## config.mk

```make
export PLATFORM = sky130hd
export DESIGN_NAME = iic_config_engine_flat
export DESIGN_NICKNAME = d
export VERILOG_FILES = /design/src/rtl/iic_config_engine_if.sv /design/src/rtl/iic_config_engine.sv /design/src/flat_wrapper.sv
export SDC_FILE = /design/constraint.sdc
export NUM_CORES = 1
export LEC_CHECK = 0
export BUFFER_PORTS_ARGS = -buffer_cell sky130_fd_sc_hd__buf_2
export CAP_MARGIN = 20
export CORE_MARGIN = 4
export CORE_UTILIZATION = 55
export CTS_BUF_LIST = sky130_fd_sc_hd__clkbuf_8 sky130_fd_sc_hd__clkbuf_16
export DETAILED_ROUTE_END_ITERATION = 8
export HOLD_SLACK_MARGIN = 0.06
export PLACE_DENSITY = 0.74
export SLEW_MARGIN = 30
export SYNTH_ARGS = -nofsm -noshare
export SYNTH_HDL_FRONTEND = slang
export SYNTH_SLANG_ARGS = --single-unit
```

## constraint.sdc

```tcl
create_clock -name clock -period 2.8 [get_ports clock]
set_input_delay 0.42 -clock clock [delete_from_list [all_inputs] [get_ports clock]]
set_output_delay 0.42 -clock clock [all_outputs]
set_load 0.005 [all_outputs]
```

## src/rtl/iic_config_engine_if.sv

```systemverilog
// iic_config_engine_if
//   Groups the control handshake, register-table port and open-drain I2C
//   line controls of iic_config_engine.
//   start/busy/done/error/err_index : run request and status
//   tbl_addr/tbl_data               : read-only register table port
//   scl_oe/sda_oe                   : 1 = pull line low, 0 = release
//   scl_in/sda_in                   : sampled pin levels
//   master modport: the engine; slave modport: controller + table + bus.
interface iic_config_engine_if #(
  parameter int IDX_W = 5
);
  logic             start;
  logic             busy;
  logic             done;
  logic             error;
  logic [IDX_W-1:0] err_index;
  logic [IDX_W-1:0] tbl_addr;
  logic [23:0]      tbl_data;
  logic             scl_oe;
  logic             sda_oe;
  logic             scl_in;
  logic             sda_in;

  modport master (
    input  start, tbl_data, scl_in, sda_in,
    output busy, done, error, err_index, tbl_addr, scl_oe, sda_oe
  );

  modport slave (
    output start, tbl_data, scl_in, sda_in,
    input  busy, done, error, err_index, tbl_addr, scl_oe, sda_oe
  );
endinterface

```

## src/rtl/iic_config_engine.sv

```systemverilog
// iic_config_engine
//   Table-driven I2C write master for video chip bring-up. Each table entry
//   {slave[6:0], last, reg[7:0], data[7:0]} becomes one 3-byte write
//   transaction with ACK sampling, per-entry retry on NACK, SCL stretching
//   and a bus-free gap between transactions.
//   clock, reset : system clock, synchronous active-high reset
//   bus (master) : start/busy/done/error/err_index handshake, table port
//                  tbl_addr/tbl_data, open-drain scl_oe/sda_oe, scl_in/sda_in
module iic_config_engine #(
  parameter int CLK_RATE_MHZ = 200,
  parameter int SCL_KHZ      = 100,
  parameter int QTR_CYCLES   = (CLK_RATE_MHZ * 1000) / (SCL_KHZ * 4),
  parameter int NUM_ENTRIES  = 32,
  parameter int IDX_W        = 5,
  parameter int MAX_RETRY    = 3,
  parameter int GAP_QTRS     = 8
) (
  input logic               clock,
  input logic               reset,
  iic_config_engine_if.master bus
);

  localparam int QW = $clog2(QTR_CYCLES);
  localparam int GW = $clog2(GAP_QTRS + 1);
  localparam int RW = $clog2(MAX_RETRY + 2);

  localparam logic [2:0] S_IDLE  = 3'd0;
  localparam logic [2:0] S_FETCH = 3'd1;
  localparam logic [2:0] S_START = 3'd2;
  localparam logic [2:0] S_BIT   = 3'd3;
  localparam logic [2:0] S_ACK   = 3'd4;
  localparam logic [2:0] S_STOP  = 3'd5;
  localparam logic [2:0] S_GAP   = 3'd6;

  logic [2:0]       r_state;
  logic [QW-1:0]    r_qcnt;
  logic [1:0]       r_qph;
  logic [2:0]       r_bitcnt;
  logic [1:0]       r_byte;
  logic [GW-1:0]    r_gap;
  logic [RW-1:0]    r_retry;
  logic [IDX_W-1:0] r_idx;
  logic [23:0]      r_frame;
  logic             r_last;
  logic             r_nack;
  logic             r_fetch2;
  logic             r_busy;
  logic             r_done;
  logic             r_error;
  logic [IDX_W-1:0] r_err_index;

  logic       w_active;
  logic       w_stall;
  logic       w_q;
  logic [4:0] w_pos;
  logic       w_bit;
  logic       w_scl_oe;
  logic       w_sda_oe;

  assign w_active = (r_state == S_START) || (r_state == S_BIT) || (r_state == S_ACK) ||
                    (r_state == S_STOP)  || (r_state == S_GAP);
  // Quarter timer freezes while SCL is released but still held low by a slave.
  assign w_stall  = !bus.scl_in &&
                    ((((r_state == S_BIT) || (r_state == S_ACK)) && (r_qph == 2'd2)) ||
                     ((r_state == S_STOP) && (r_qph == 2'd1)));
  assign w_q      = w_active && !w_stall && (r_qcnt == QW'(QTR_CYCLES - 1));

  // Frame bit pointer: bytes 0..2, MSB first.
  assign w_pos = {r_byte, r_bitcnt};
  assign w_bit = r_frame[5'd23 - w_pos];

  // Line drive decoded from registered state so a released SCL is visible
  // on scl_in in the very first clock of the high phase (no false stall).
  always_comb begin
    w_scl_oe = 1'b0;
    w_sda_oe = 1'b0;
    case (r_state)
      S_START: begin
        w_sda_oe = (r_qph != 2'd0);
        w_scl_oe = (r_qph == 2'd2);
      end
      S_BIT: begin
        w_scl_oe = (r_qph < 2'd2);
        w_sda_oe = ~w_bit;
      end
      S_ACK: begin
        w_scl_oe = (r_qph < 2'd2);
      end
      S_STOP: begin
        w_scl_oe = (r_qph == 2'd0);
        w_sda_oe = (r_qph != 2'd2);
      end
      default: ;
    endcase
  end

  always_ff @(posedge clock) begin
    if (reset) begin
      r_state     <= S_IDLE;
      r_qcnt      <= '0;
      r_qph       <= '0;
      r_bitcnt    <= '0;
      r_byte      <= '0;
      r_gap       <= '0;
      r_retry     <= '0;
      r_idx       <= '0;
      r_frame     <= '0;
      r_last      <= 1'b0;
      r_nack      <= 1'b0;
      r_fetch2    <= 1'b0;
      r_busy      <= 1'b0;
      r_done      <= 1'b0;
      r_error     <= 1'b0;
      r_err_index <= '0;
    end else begin
      r_done <= 1'b0;

      if (!w_active)     r_qcnt <= '0;
      else if (!w_stall) r_qcnt <= w_q ? '0 : r_qcnt + QW'(1);

      case (r_state)
        S_IDLE: begin
          if (bus.start) begin
            r_error  <= 1'b0;
            r_idx    <= '0;
            r_busy   <= 1'b1;
            r_fetch2 <= 1'b0;
            r_state  <= S_FETCH;
          end
        end
        S_FETCH: begin
          // Second clock: table data for the new address is now valid.
          if (!r_fetch2) begin
            r_fetch2 <= 1'b1;
          end else begin
            r_fetch2 <= 1'b0;
            r_frame  <= {bus.tbl_data[23:17], 1'b0, bus.tbl_data[15:0]};
            r_last   <= bus.tbl_data[16];
            r_retry  <= '0;
            r_qph    <= '0;
            r_bitcnt <= '0;
            r_byte   <= '0;
            r_nack   <= 1'b0;
            r_state  <= S_START;
          end
        end
        S_START: begin
          if (w_q) begin
            if (r_qph == 2'd2) begin
              r_qph   <= '0;
              r_state <= S_BIT;
            end else begin
              r_qph <= r_qph + 2'd1;
            end
          end
        end
        S_BIT: begin
          if (w_q) begin
            r_qph <= r_qph + 2'd1;
            if (r_qph == 2'd3) begin
              r_bitcnt <= r_bitcnt + 3'd1;
              if (r_bitcnt == 3'd7) r_state <= S_ACK;
            end
          end
        end
        S_ACK: begin
          if (w_q) begin
            r_qph <= r_qph + 2'd1;
            if (r_qph == 2'd3) begin
              if (bus.sda_in) begin
                r_nack  <= 1'b1;
                r_state <= S_STOP;
              end else if (r_byte == 2'd2) begin
                r_state <= S_STOP;
              end else begin
                r_byte  <= r_byte + 2'd1;
                r_state <= S_BIT;
              end
            end
          end
        end
        S_STOP: begin
          if (w_q) begin
            if (r_qph == 2'd2) begin
              r_qph   <= '0;
              r_gap   <= '0;
              r_state <= S_GAP;
            end else begin
              r_qph <= r_qph + 2'd1;
            end
          end
        end
        S_GAP: begin
          if (w_q) begin
            if (r_gap == GW'(GAP_QTRS - 1)) begin
              if (r_nack && (r_retry < RW'(MAX_RETRY))) begin
                r_retry  <= r_retry + RW'(1);
                r_qph    <= '0;
                r_bitcnt <= '0;
                r_byte   <= '0;
                r_nack   <= 1'b0;
                r_state  <= S_START;
              end else if (r_nack) begin
                r_error     <= 1'b1;
                r_err_index <= r_idx;
                r_busy      <= 1'b0;
                r_state     <= S_IDLE;
              end else if (r_last || (r_idx == IDX_W'(NUM_ENTRIES - 1))) begin
                r_done  <= 1'b1;
                r_busy  <= 1'b0;
                r_state <= S_IDLE;
              end else begin
                r_idx   <= r_idx + IDX_W'(1);
                r_state <= S_FETCH;
              end
            end else begin
              r_gap <= r_gap + GW'(1);
            end
          end
        end
        default: r_state <= S_IDLE;
      endcase
    end
  end

  assign bus.busy      = r_busy;
  assign bus.done      = r_done;
  assign bus.error     = r_error;
  assign bus.err_index = r_err_index;
  assign bus.tbl_addr  = r_idx;
  assign bus.scl_oe    = w_scl_oe;
  assign bus.sda_oe    = w_sda_oe;

endmodule
```

## src/flat_wrapper.sv

```systemverilog
// flat-port wrapper written by rule: the top's interface ports become plain ports
module iic_config_engine_flat 
#(
  parameter int CLK_RATE_MHZ = 200,
  parameter int SCL_KHZ      = 100,
  parameter int QTR_CYCLES   = (CLK_RATE_MHZ * 1000) / (SCL_KHZ * 4),
  parameter int NUM_ENTRIES  = 32,
  parameter int IDX_W        = 5,
  parameter int MAX_RETRY    = 3,
  parameter int GAP_QTRS     = 8
)
  (clock, reset, bus_start, bus_tbl_data, bus_scl_in, bus_sda_in, bus_busy, bus_done, bus_error, bus_err_index, bus_tbl_addr, bus_scl_oe, bus_sda_oe);
  iic_config_engine_if #(.IDX_W(IDX_W)) bus_i ();
  input logic clock;
  input logic reset;
  input wire logic [$bits(bus_i.start)-1:0] bus_start;
  input wire logic [$bits(bus_i.tbl_data)-1:0] bus_tbl_data;
  input wire logic [$bits(bus_i.scl_in)-1:0] bus_scl_in;
  input wire logic [$bits(bus_i.sda_in)-1:0] bus_sda_in;
  output wire logic [$bits(bus_i.busy)-1:0] bus_busy;
  output wire logic [$bits(bus_i.done)-1:0] bus_done;
  output wire logic [$bits(bus_i.error)-1:0] bus_error;
  output wire logic [$bits(bus_i.err_index)-1:0] bus_err_index;
  output wire logic [$bits(bus_i.tbl_addr)-1:0] bus_tbl_addr;
  output wire logic [$bits(bus_i.scl_oe)-1:0] bus_scl_oe;
  output wire logic [$bits(bus_i.sda_oe)-1:0] bus_sda_oe;
  assign bus_i.start = bus_start;
  assign bus_i.tbl_data = bus_tbl_data;
  assign bus_i.scl_in = bus_scl_in;
  assign bus_i.sda_in = bus_sda_in;
  assign bus_busy = bus_i.busy;
  assign bus_done = bus_i.done;
  assign bus_error = bus_i.error;
  assign bus_err_index = bus_i.err_index;
  assign bus_tbl_addr = bus_i.tbl_addr;
  assign bus_scl_oe = bus_i.scl_oe;
  assign bus_sda_oe = bus_i.sda_oe;
  iic_config_engine #(.CLK_RATE_MHZ(CLK_RATE_MHZ), .SCL_KHZ(SCL_KHZ), .QTR_CYCLES(QTR_CYCLES), .NUM_ENTRIES(NUM_ENTRIES), .IDX_W(IDX_W), .MAX_RETRY(MAX_RETRY), .GAP_QTRS(GAP_QTRS)) u_core (.clock(clock), .reset(reset), .bus(bus_i));
endmodule
```

# Word-level counts from Yosys, hierarchy flattened
# Index checks and enable logic that the tools add are counted.
[totals]
reg_bits = 65
input_bits = 29
out_inout_bits = 15
elab_cells = 199
[op_classes]
addsub = 8
magnitude_cmp = 3
n_eq_ne = 40
muxes = 84
n_bitwise = 6
n_reduce_logical = 42
[ops]
columns = ["operator", "count"]
rows = [
  ["two-way mux 3 bit", 26],
  ["two-way mux 5 bit", 6],
  ["!= test 2 bit, second input constant", 15],
  ["two-way mux 1 bit", 22],
  ["two-way mux 2 bit", 11],
  ["case mux 3 bit (7 select lines)", 1],
  ["AND reduction 7 bit", 3],
  ["!= test 2 x 1 -> 1 bit, second input constant", 10],
  ["two-way mux 4 bit", 4],
  ["AND reduction 5 bit", 3],
  ["AND reduction 13 bit", 1],
  ["== test 3 bit, second input constant", 4],
  ["AND reduction 6 bit", 2],
  ["case mux 5 bit (2 select lines)", 1],
  ["nonzero test 2 bit", 5],
  ["adder 9 x 1 -> 9 bit, second input constant", 1],
  ["== test 9 bit, second input constant", 1],
  ["two-way mux 9 bit", 1],
  ["case mux 1 bit (3 select lines)", 3],
  ["case mux 3 bit (3 select lines)", 1],
  ["AND reduction 9 bit", 1],
  ["case mux 2 bit (4 select lines)", 1],
  ["case mux 4 bit (2 select lines)", 1],
  ["AND reduction 8 bit", 1],
  ["other kinds (30)", 58],
]

# Depth between registers and ports, before layout
[depth]
depth_word = 10
ltp_mapped = 10
ltp_nobuf = 8

# Worst setup path after synthesis
# No wires, ideal clock.
[synth_timing]
path_kind = "reg2reg"
startpoint = "reg u_core.r_qph[0]"
endpoint = "reg u_core.r_err_index[0] (netlist: u_core.bus.err_index[0])"
setup_time_ns = 0.128
arrival_ns = 2.016
required_time_ns = 2.672
slack_ns = 0.656
path_stages_with_launch = 11
path_buffers = 2
period_less_slack_ns = 2.144
cell_sequence = "dfxtp_1 -> inv_1 -> ha_1 -> mux2i_1 -> o32a_1 -> buf_4 -> nor4b_4 -> and4_1 -> buf_4 -> mux2i_1 -> nor2_1"
[synth_between]
elab_chain_len = 8
word_cells_on_any_way = 10
cone_classes = "eq/ne: 2; reduce/logical: 8"
[synth_rtl]
columns = ["element", "line", "source"]
rows = [
  ["start: declaration", "iic_config_engine.sv:37", "logic [1:0] r_qph;"],
  ["start signal: assignment", "iic_config_engine.sv:153", "r_qph <= r_qph + 2'd1;"],
  ["start signal: assignment", "iic_config_engine.sv:159", "r_qph <= r_qph + 2'd1;"],
  ["start signal: assignment", "iic_config_engine.sv:168", "r_qph <= r_qph + 2'd1;"],
  ["== test 2 bit / == test 2 x 1 -> 1 bit (equally long branches)", "iic_config_engine.sv:64, iic_config_engine.sv:65", ""],
  ["logical AND 1 bit, on equally long branches", "iic_config_engine.sv:64, iic_config_engine.sv:65", ""],
  ["logical OR 1 bit *", "iic_config_engine.sv:64", "((((r_state == S_BIT) || (r_state == S_ACK)) && (r_qph == 2'd2)) ||"],
  ["logical AND 1 bit *", "iic_config_engine.sv:63", "assign w_stall = !bus.scl_in &&"],
  ["zero test 1 bit *", "iic_config_engine.sv:66", "assign w_q = w_active && !w_stall && (r_qcnt == QW'(QTR_CYCLES - 1));"],
  ["logical AND 1 bit * (2 in a row)", "iic_config_engine.sv:66", ""],
  ["AND reduction 5 bit (no source line) *", "--", ""],
  ["end signal: assignment", "iic_config_engine.sv:205", "r_err_index <= r_idx;"],
  ["end: declaration", "iic_config_engine.sv:50", "logic [IDX_W-1:0] r_err_index;"],
]
# Mark *: on every way between the ends. The rest lies on a longest branch, timed or not.
# A chain may end at the register's enable or synchronous reset.

# Worst setup path in the final report
[layout_timing]
startpoint = "reg u_core.r_bitcnt[0]"
endpoint = "out bus_sda_oe"
[layout_between]
elab_chain_len = 5
[layout_rtl]
columns = ["element", "line", "source"]
rows = [
  ["start: declaration", "iic_config_engine.sv:38", "logic [2:0] r_bitcnt;"],
  ["start signal: assignment", "iic_config_engine.sv:161", "r_bitcnt <= r_bitcnt + 3'd1;"],
  ["subtractor 5 bit", "iic_config_engine.sv:70", "assign w_bit = r_frame[5'd23 - w_pos];"],
  ["binary-select mux 1 bit (select 5 bit)", "iic_config_engine.sv:70", ""],
  ["two-way mux 1 bit (implied by the code)", "iic_config_engine.sv:70", ""],
  ["NOT 1 bit", "iic_config_engine.sv:84", "w_sda_oe = ~w_bit;"],
  ["case mux 1 bit (3 select lines)", "iic_config_engine.sv:77", "case (r_state)"],
  ["end: declaration", "flat_wrapper.sv:26", "output wire logic [$bits(bus_i.sda_oe)-1:0] bus_sda_oe;"],
]
# No other way between the ends. The select of a mux whose other input is x is not followed.

==> key figures <==
GRT
  • Antenna violations before repair: 0
  • All-Layer GR Usage: 21.4%
  • Maximum number of pins on one net before global-route repair: 56
  • First-pass GRT wire length: 13.1 mm
  • Grt total ovfl: 0
  • Vias in the first global route: 2851

Detailed routing
  • Total length of routed wires: 7.75 mm
  • Routed wire per std cell: 14.2 microns
  • Via count: 3077
  • Drt first-iter violations: 280
  • Drt first pass iters: 4
  • Number of routed nets with antenna violations: 0
  • Vias per cell: 5.66
  • Residual DRC: 0

Cells and area
  • Layout cells sized above 1: 18.8%
  • Filler cell count: 533
  • Nets: 507
  • Most frequent cells in the layout: nand2_1 (67), dfxtp_1 (65), a21oi_1 (45)
  • Multi-input logic area: 1980 sq um
  • Area Growth Syn to Fin: 16.1%
  • # diodes: 0
  • Reg area: 1300 sq um
  • Commonest non-fill, non-tap cell in the layout: nand2_1

Worst setup path
  • WS Path Type: register to output pin
  • Crit Path Max Fanout: 10
  • Startpoint Class: register
  • Crit path DAT: 2.19 ns
  • CP Data Required Time: 2.38 ns
  • R2r setup slk: 0.25 ns
  • Capturing point of the worst reg2reg path: u_core.bus.err_index[2]$_SDFFE_PP0P_
  • R2r worst-path depth: 8
  • RR Startpoint: u_core.r_qph[0]$_SDFFE_PP0P_
  • CP endpoint kind: output pin

Clock tree
  • # hold bufs at CTS: 0
  • H-Tree Depth: 3
  • Worst-Skew Late Latency: 0.34 ns
  • CTS max path bufs: 2
  • Clk sink count: 65
  • CTS tree: built
  • Clock root buffer: clkbuf_8
  • CTS clk-pin slew, worst paths: 0.08 ns
  • TritonCTS Buffers: 9

Logic synthesis
  • Post-synth EDFFs: 0
  • Synth Area per Inst: 8.23 sq um
  • Post-Synthesis Cell Area: 3460 sq um
  • Yosys Warn Count: 0
  • Register bit total from synthesis: 65
  • Synth area leaders: dfxtp_1 (38%), nand2_1 (7.3%), a21oi_1 (6.5%)
  • Syn nets: 463
  • Post-synthesis sequential area ratio: 37.6%
  • Synth Instances: 420
  • Most used DFF post-synth: dfxtp_1
  • Area leader, netlist: dfxtp_1
  • Yosys cell types: 57
  • Post-synth top area share: 37.6%
  • FFs w/ async S/R, synth: 0%

Placed design
  • GPL Wtd Cong: 0.916
  • Detailed Place HPWL: 5.52 mm
  • Number of port buffers: 43

Power and ir drop
  • Static Leak: 0.00151 uW
  • PwrDens: 741 nW/um^2
  • IR drop worst, VDD: 0.000441 V

Hold path
  • Hold Path Depth: 3
  • HP Class: primary input to register
  • Hold Crit Start: bus_tbl_data[0]
  • Min-Delay Endpoint: u_core.r_frame[0]$_SDFFE_PP0P_

STA
  • Period utilisation layout: 93.2%
  • Final TNS setup: 0 ns
  • Fin crit period: 2.61 ns
  • Slew HR: 63.1%
  • Final Max Slew Viols: 0
  • Clk_skew: 0.00978 ns
  • Number of hold violations in the final report: 0
  • RSZ-0062 raised after global routing: no
  • Fin Hold WS: 0.307 ns
  • Setup Viol. Count Final: 0
  • Highest clock rate: 383 MHz
  • Least-Margin Pin Slew: 0.553 ns

Floorplan
  • Die area: 7620 sq um
  • Die W: 87.3 microns
  • Row cnt: 28
  • Core area: 6030 sq um
  • Vert. Die Dim: 87.3 microns
  • Ports: 44
  • Initial core utilization: 57.4%

Run status
  • Outcome: finished, final reports clean

Flow run
  • Maxcap violations: 0
## where the power goes
part | internal [uW] | leakage [uW] | switching (uW)
clock network | 619 | 0.000119 | 379
registers | 1040 | 0.000527 | 84.7
logic | 345 | 0.000860 | 508
total | 2000 | 0.00151 | 971
## sequential cells by signal, summed over array words and instances, names as in the netlist, 2 cells and up
| name | cells |
|---|---|
| u_core.bus.err_index | 5 |
| u_core.bus.tbl_addr | 5 |
| u_core.r_bitcnt | 3 |
| u_core.r_byte | 2 |
| u_core.r_frame | 23 |
| u_core.r_gap | 4 |
| u_core.r_qcnt | 9 |
| u_core.r_qph | 2 |
| u_core.r_retry | 3 |
| u_core.r_state | 3 |
## metal layers
layer | global-route usage [%] | part of all wire, % | vias to the layer above
met5 | 0 | 0 | -
met4 | 6.00 | 0.96 | 0
met3 | 5.68 | 5.8 | 10
met2 | 34.1 | 47 | 80
met1 | 28.4 | 46 | 1417
li1 | - | - | 1570
## cells in the mapped netlist (3+ instances only)
master	instances
a211oi_1	3
a21oi_1	45
a31oi_1	5
and2_1	3
buf_1	3
buf_2	5
buf_4	3
clkbuf_1	12
dfxtp_1	65
ha_1	14
inv_1	14
mux2i_1	15
mux4_2	5
nand2_1	67
nand2b_1	8
nand3_1	9
nand3b_1	7
nand4_1	6
nor2_1	37
nor2b_1	5
nor3_1	10
o211ai_1	4
o21ai_0	18
o22ai_1	4
or3_1	8
xor2_1	6
## metrics by stage
step	util (%)	setup slack, ns	power, uW	instance area, sq um	cells
after floorplan	-	0.656	1760	3460	420
after global placement	62.0	0.216	1970	3740	525
after detailed placement	62.0	0.0790	1990	3740	525
after CTS	66.2	0.0552	2990	3990	541
after global routing	66.6	0.00391	3160	4010	544
final	66.6	0.189	2980	4010	544
## worst max path at each step
stage                                    startpoint                              endpoint  slack [ns]  depth (start not counted)
floorplan              u_core.r_qph[0]$_SDFFE_PP0P_  u_core.bus.err_index[0]$_SDFFE_PP0P_        0.66                         10
global placement       u_core.r_qph[0]$_SDFFE_PP0P_  u_core.bus.err_index[0]$_SDFFE_PP0P_        0.22                          8
detailed placement     u_core.r_qph[0]$_SDFFE_PP0P_  u_core.bus.err_index[4]$_SDFFE_PP0P_        0.08                          8
CTS                    u_core.r_qph[0]$_SDFFE_PP0P_  u_core.bus.err_index[2]$_SDFFE_PP0P_        0.06                          8
global route        u_core.r_bitcnt[0]$_SDFFE_PP0P_                            bus_sda_oe       0.004                          6
finish              u_core.r_bitcnt[0]$_SDFFE_PP0P_                            bus_sda_oe        0.19                          6
## area by class of cell
class / instances / area share, %
multi-input combinational: 316 / 49.4
sequential: 65 / 32.4
timing repair buffer: 58 / 8.23
clock buffer: 10 / 3.43
clock inverter: 6 / 2.84
tap: 75 / 2.34
inverter: 14 / 1.31
## repair_timing
action | CTS | global route
endpoints found under the setup margin | 0 | 6
endpoints found under the hold margin | 0 | 0
setup buffers | 0 | 3
gates resized for setup | 0 | 1
## cell families after synthesis
logic type / after synthesis / synth area share [%]
AND/OR/NAND/NOR: 175 / 25.4
AO/OA/AOI/OAI: 100 / 17.5
flip-flops: 65 / 37.6
buffers and inverters: 39 / 4.99
multiplexers: 20 / 7.60
adder cells (fa/ha/maj): 14 / 5.07
XOR/XNOR: 7 / 1.77
## worst max-delay path, cell delays in order, from the launching register on
cell and delay (ns):
dfxtp_1 0.62, mux4_2 0.57, mux2i_1 0.15, o21a_1 0.12, o21ai_0 0.09, o21ai_0 0.17
buf_2 0.14
No activity file was read; power rests on OpenSTA's default activity.
